`src/rtl/pet_video_capture.sv`:
```
// PET video sink: packs serial pixels into bytes for a req/ack write port and
// measures active frame geometry, asserting locked once it is stable.
module pet_video_capture #(
    parameter int LOCK_FRAMES = 2
) (
    input  logic        clk,
    input  logic        reset,
    input  logic        ce_pix,
    input  logic        pix,
    input  logic        vid_de,
    input  logic        vid_hsync,
    input  logic        vid_vsync,
    output logic        wr_req,
    output logic [15:0] wr_addr,
    output logic [7:0]  wr_data,
    input  logic        wr_ack,
    output logic [9:0]  width,
    output logic [8:0]  height,
    output logic        locked,
    output logic        overflow
);
    localparam logic [3:0] LOCK_MAX = 4'(LOCK_FRAMES);

    logic       hs_prev, vs_prev;
    logic [7:0] sr;
    logic [2:0] bitcnt;
    logic [9:0] pxcnt;
    logic       active;
    logic [6:0] xbyte;
    logic [8:0] y, lines;
    logic [9:0] line_w;
    logic       uniform;
    logic [3:0] lockcnt;

    logic       hs_rise, vs_rise;
    logic [7:0] sr_n;
    logic [2:0] bitcnt_n;
    logic [9:0] pxcnt_n;
    logic       active_n;
    logic [6:0] xbyte_n;
    logic [8:0] y_n, lines_n;
    logic [9:0] line_w_n;
    logic       uniform_n;
    logic [3:0] lockcnt_n;
    logic [9:0] width_n;
    logic [8:0] height_n;
    logic       consistent;
    logic       byte_vld;
    logic [7:0] byte_data;
    logic [15:0] byte_addr;

    assign hs_rise = vid_hsync & ~hs_prev;
    assign vs_rise = vid_vsync & ~vs_prev;

    // Next state of one ce_pix event, applied in order: pixel, line end, frame end.
    always_comb begin
        // NOTE: every variable gets a default before any branch so no latch is inferred.
        sr_n       = sr;
        bitcnt_n   = bitcnt;
        pxcnt_n    = pxcnt;
        active_n   = active;
        xbyte_n    = xbyte;
        y_n        = y;
        lines_n    = lines;
        line_w_n   = line_w;
        uniform_n  = uniform;
        lockcnt_n  = lockcnt;
        width_n    = width;
        height_n   = height;
        consistent = 1'b0;
        byte_vld   = 1'b0;
        byte_data  = '0;
        byte_addr  = '0;

        if (vid_de) begin
            sr_n     = {sr[6:0], pix};
            pxcnt_n  = (pxcnt == 10'd1023) ? pxcnt : pxcnt + 10'd1;
            active_n = 1'b1;
            if (bitcnt == 3'd7) begin
                byte_vld  = (xbyte != 7'd127);
                byte_data = sr_n;
                byte_addr = {y, xbyte};
                bitcnt_n  = 3'd0;
                xbyte_n   = (xbyte == 7'd127) ? xbyte : xbyte + 7'd1;
            end else begin
                bitcnt_n = bitcnt + 3'd1;
            end
        end

        if (hs_rise) begin
            // Partial byte at line end is left-justified, zero padded.
            if (bitcnt_n != 3'd0) begin
                byte_vld  = (xbyte_n != 7'd127);
                byte_data = sr_n << (4'd8 - {1'b0, bitcnt_n});
                byte_addr = {y, xbyte_n};
            end
            if (active_n) begin
                if (lines == 9'd0) begin
                    line_w_n = pxcnt_n;
                end else if (pxcnt_n != line_w) begin
                    uniform_n = 1'b0;
                end
                y_n     = (y == 9'd511) ? y : y + 9'd1;
                lines_n = (lines == 9'd511) ? lines : lines + 9'd1;
            end
            bitcnt_n = 3'd0;
            pxcnt_n  = '0;
            active_n = 1'b0;
            xbyte_n  = '0;
        end

        if (vs_rise) begin
            consistent = uniform_n && (lines_n != 9'd0) &&
                         (line_w_n == width) && (lines_n == height);
            if (!consistent) begin
                lockcnt_n = '0;
            end else if (lockcnt != LOCK_MAX) begin
                lockcnt_n = lockcnt + 4'd1;
            end
            width_n   = line_w_n;
            height_n  = lines_n;
            y_n       = '0;
            lines_n   = '0;
            uniform_n = 1'b1;
        end
    end

    always_ff @(posedge clk or posedge reset) begin
        if (reset) begin
            hs_prev  <= 1'b0;
            vs_prev  <= 1'b0;
            sr       <= '0;
            bitcnt   <= '0;
            pxcnt    <= '0;
            active   <= 1'b0;
            xbyte    <= '0;
            y        <= '0;
            lines    <= '0;
            line_w   <= '0;
            uniform  <= 1'b1;
            lockcnt  <= '0;
            width    <= '0;
            height   <= '0;
            locked   <= 1'b0;
            wr_req   <= 1'b0;
            wr_addr  <= '0;
            wr_data  <= '0;
            overflow <= 1'b0;
        end else begin
            if (wr_req && wr_ack) begin
                wr_req <= 1'b0;
            end
            if (ce_pix) begin
                hs_prev <= vid_hsync;
                vs_prev <= vid_vsync;
                sr      <= sr_n;
                bitcnt  <= bitcnt_n;
                pxcnt   <= pxcnt_n;
                active  <= active_n;
                xbyte   <= xbyte_n;
                y       <= y_n;
                lines   <= lines_n;
                line_w  <= line_w_n;
                uniform <= uniform_n;
                lockcnt <= lockcnt_n;
                width   <= width_n;
                height  <= height_n;
                locked  <= (lockcnt_n == LOCK_MAX);
                // A held byte that is not being acked wins; the newcomer is lost.
                if (byte_vld) begin
                    if (wr_req && !wr_ack) begin
                        overflow <= 1'b1;
                    end else begin
                        wr_req  <= 1'b1;
                        wr_addr <= byte_addr;
                        wr_data <= byte_data;
                    end
                end
            end
        end
    end
endmodule

```
`config.mk`:
```
export PLATFORM = sky130hd
export DESIGN_NAME = pet_video_capture
export DESIGN_NICKNAME = d
export VERILOG_FILES = /design/src/rtl/pet_video_capture.sv
export SDC_FILE = /design/constraint.sdc
export NUM_CORES = 1
export LEC_CHECK = 0
export BUFFER_PORTS_ARGS = -buffer_cell sky130_fd_sc_hd__buf_2
export CORE_UTILIZATION = 66
export CTS_CLUSTER_DIAMETER = 40
export DETAILED_ROUTE_END_ITERATION = 8
export GPL_TIMING_DRIVEN = 0
export MAX_ROUTING_LAYER = met4
export PLACE_DENSITY = 0.86
export SLEW_MARGIN = 25
export SYNTH_ARGS = -nofsm -noshare
export SYNTH_HDL_FRONTEND = slang
export SYNTH_SLANG_ARGS = --single-unit
```
`constraint.sdc`:
```
create_clock -name clk -period 9 [get_ports clk]
set_input_delay 0 -clock clk [delete_from_list [all_inputs] [get_ports clk]]
set_output_delay 0 -clock clk [all_outputs]
set_load 0.005 [all_outputs]
```
==> metrics.cfg <==
[grt]
grt_pass1_vias = 6591
grt_max_degree = 71
grt_pass1_wl_mm = 32.1
gr-total-overflow = 0
grt_antenna_before_repair = 0
track_usage_pct = 37.7

[timing]
finalSetupViolations = 0
hold_viol_final = 0
min_period_ns = 4.18
setup-tns-final_ns = 0
period_share_pct = 46.4
worst_slew_pin_slew_ns = 0.792
slew_headroom_pct = 46.7
whs_ns = 0.0698
final_max_slew_viol_count = 0
rsz0062_at_grt = no
fmax_mhz = 239
clock_skew_ns = 0.0170

[worst_setup_path]
start_kind = flip-flop
r2r_slack_ns = 4.82
slowest_stage = buf_1
crit_chain = ha_1 > ha_1 > nand2b_1 > mux2i_1 > clkinv_1 > ha_1 > ha_1 > nor2_1 > o21ai_0 > a31o_2 > nor2b_1 > clkbuf_1 > buf_1 > nor2_1 > a21oi_1
crit_fanout = 10
critPathKind = reg -> reg
crit_arrival_ns = 4.50
worstSetupEndpointType = flip-flop
path_common_cell = ha_1
r2r_start = bitcnt[0]
max_stage_delay_ns = 0.41
rr_worst_depth = 15
r2r-end = wr_addr[0]
worstPathRequired_ns = 9.32

[logic_synthesis]
synth_largest_area_cell = dfrtp_1
yosys_warnings = 0
syn_nets = 837
syn_area_per_cell_sq_um = 8.65
synth_top_area_share_pct = 38.6
ys_top_cells_by_area = dfrtp_1 39%, nand2_1 5.3%, a21oi_1 4.0%
synth_area_sq_um = 7060
synth_edf_count = 0
synth-seq-cells = 110
ys_seq_area_share_pct = 39.0
ys.flop_type = dfrtp_1
synth_cells = 817
synth-async-reset-ratio_pct = 100
yosysUniqueCellTypes = 78

[placed_design]
dp_hpwl_mm = 14.0
portBuffers = 53
routabilityCongestion = 0.998
place_area_sq_um = 7530

[floorplan]
io-pin-count = 54
core_area_sq_um = 10400
start_util_pct = 68.1
die_w_um = 105
row_count = 37
dieArea_sq_um = 11100
die_h_um = 105

[cts]
clk_latency_ns = 0.40
root_buffer = clkbuf_8
ctsHoldBuffers = 5
cts_max_level = 3
cts_buffer_depth = 2
clock-sinks = 110
cts_buffers = 9
ctsResizeCount = 0
cts_tree = yes
path_clk_slew_ns = 0.11
cts_setup_buffers = 0

[route]
firstDrtPassIters = 5
ant_nets = 0
drt_iter0_markers = 549
routed_wl_mm = 19.5
vias = 6728
via_per_inst = 6.54
avgRoutedWirePerCell_um = 19.0
drc = 0

[power_and_ir_drop]
peakVddDrop_mv = 0.185
power_w = 0.00147
power_density_nw_per_um2 = 189
leakagePower_nw = 3.34

[finish]
fill_cells = 803
diodes = 0
fin_nets = 907
area_growth_pct = 10.0
layout-drive-gt1-share_pct = 13.6
finalInstanceArea_sq_um = 7770

[hold_path]
hp-start = ce_pix
hold_end = wr_req
hold-path-cell-count = 4
hold_class = in -> reg

[outcome]
outcome = complete, no violations

[flow_run]
drv_cap = 0

==> cell families after synthesis <==
family / Yosys count / synth area share (%)
flops: 110 / 39.0
mux: 28 / 4.27
compound gates: 234 / 22.6
buf+inv: 90 / 5.26
simple gates: 308 / 22.2
fa+ha+maj: 12 / 2.13
xor+xnor: 35 / 4.53
==> metrics by stage <==
step / util [%] / setup WS [ns] / std cells
floorplan: - / 5.67 / 817
global placement: 72.3 / 4.94 / 1006
detailed placement: 72.6 / 4.89 / 1007
CTS: 75.0 / 4.84 / 1028
global route: 75.0 / 4.43 / 1028
finish: 75.0 / 4.82 / 1028
==> cell usage in the layout, fill, tap and decap left out, types with 6 or more instances in the layout <==
master,instances
o22a_1,9
o21a_1,7
xor2_1,15
nand2_1,100
nor3_1,15
nand4_1,13
o2bb2ai_1,12
buf_2,59
inv_1,31
mux2_2,17
a21oi_1,57
o31ai_1,10
o22ai_1,7
a211oi_1,6
clkbuf_8,10
nor2b_1,8
ha_1,12
o21ai_0,53
nand2b_1,10
clkbuf_1,42
and3_1,10
nand3_1,31
dfrtp_1,109
and2_1,6
a31oi_1,8
nor4_1,11
mux2i_1,11
nor2_1,67
xnor2_1,19
==> critical path, delay by kind of cell, from the launching register on <==
kind / cells / cell delay [ns]
and+or+nand+nor: 4 / 0.88
adders and majority gates: 4 / 0.93
DFF: 1 / 0.40
buffers and inverters: 3 / 1.04
AOI/OAI and AO/OA: 3 / 0.59
muxes: 1 / 0.28
==> how the worst max path moves through the flow <==
stage	startpoint	end	slack [ns]	cells after the start
after global routing	bitcnt[0]	wr_addr[0]	4.43	15
after global placement	reset	pxcnt[4]	4.94	2
after floorplan	bitcnt[1]	wr_addr[10]	5.67	15
after CTS	bitcnt[1]	wr_addr[13]	4.84	15
after detailed placement	bitcnt[1]	wr_addr[13]	4.89	15
final	bitcnt[0]	wr_addr[0]	4.82	15
==> report_power, final <==
group | internal [W] | leakage, nW | total [W] | switching [W]
clock | 0.000115 | 0.0984 | 0.000300 | 0.000185
combinational | 0.000215 | 1.78 | 0.000503 | 0.000287
sequential | 0.000577 | 1.45 | 0.000662 | 0.0000848
==> flip-flops by register name (all words and copies together), names as in the netlist, 3 cells and up <==
name     cells
wr_addr     16
line_w      10
pxcnt       10
width       10
height       9
lines        9
y            9
sr           8
wr_data      8
xbyte        7
lockcnt      4
bitcnt       3
==> cells in the mapped netlist, drive strengths merged (6+ instances only) <==
library cell	n
nor2b	8
xor2	15
nand2	100
a21oi	58
inv	32
mux2i	11
or3	6
o21ai	55
nand4	16
o21a	7
buf	16
a31oi	8
nor2	67
mux2	17
and2	7
nand2b	10
o22a	9
ha	12
nor3	16
o2bb2ai	12
dfrtp	109
nand3	31
a211oi	6
and3	10
o31ai	10
nor4	13
and4	6
clkbuf	41
xnor2	19
o22ai	7
==> area by class of cell <==
type / instances / area [sq um] / share of cell area, %
multi-input cells: 617 / 3940 / 50.7
plain buffers: 57 / 248 / 3.19
flip-flops and latches: 110 / 2750 / 35.4
repair buffers: 59 / 343 / 4.41
well taps: 136 / 170 / 2.19
clock inverters: 5 / 48.8 / 0.628
inverters: 33 / 129 / 1.66
clock buffers: 11 / 141 / 1.82
==> routing by layer <==
| layer | wire (um) | GRT usage (%) | vias up |
|---|---|---|---|
| met4 | 518 | 15.7 | 0 |
| li1 | - | - | 3100 |
| met5 | 0 | - | - |
| met2 | 9460 | 60.8 | 312 |
| met1 | 8110 | 47.1 | 3270 |
| met3 | 1450 | 6.62 | 46 |
Note: power is estimated with default switching activity, not from simulation.
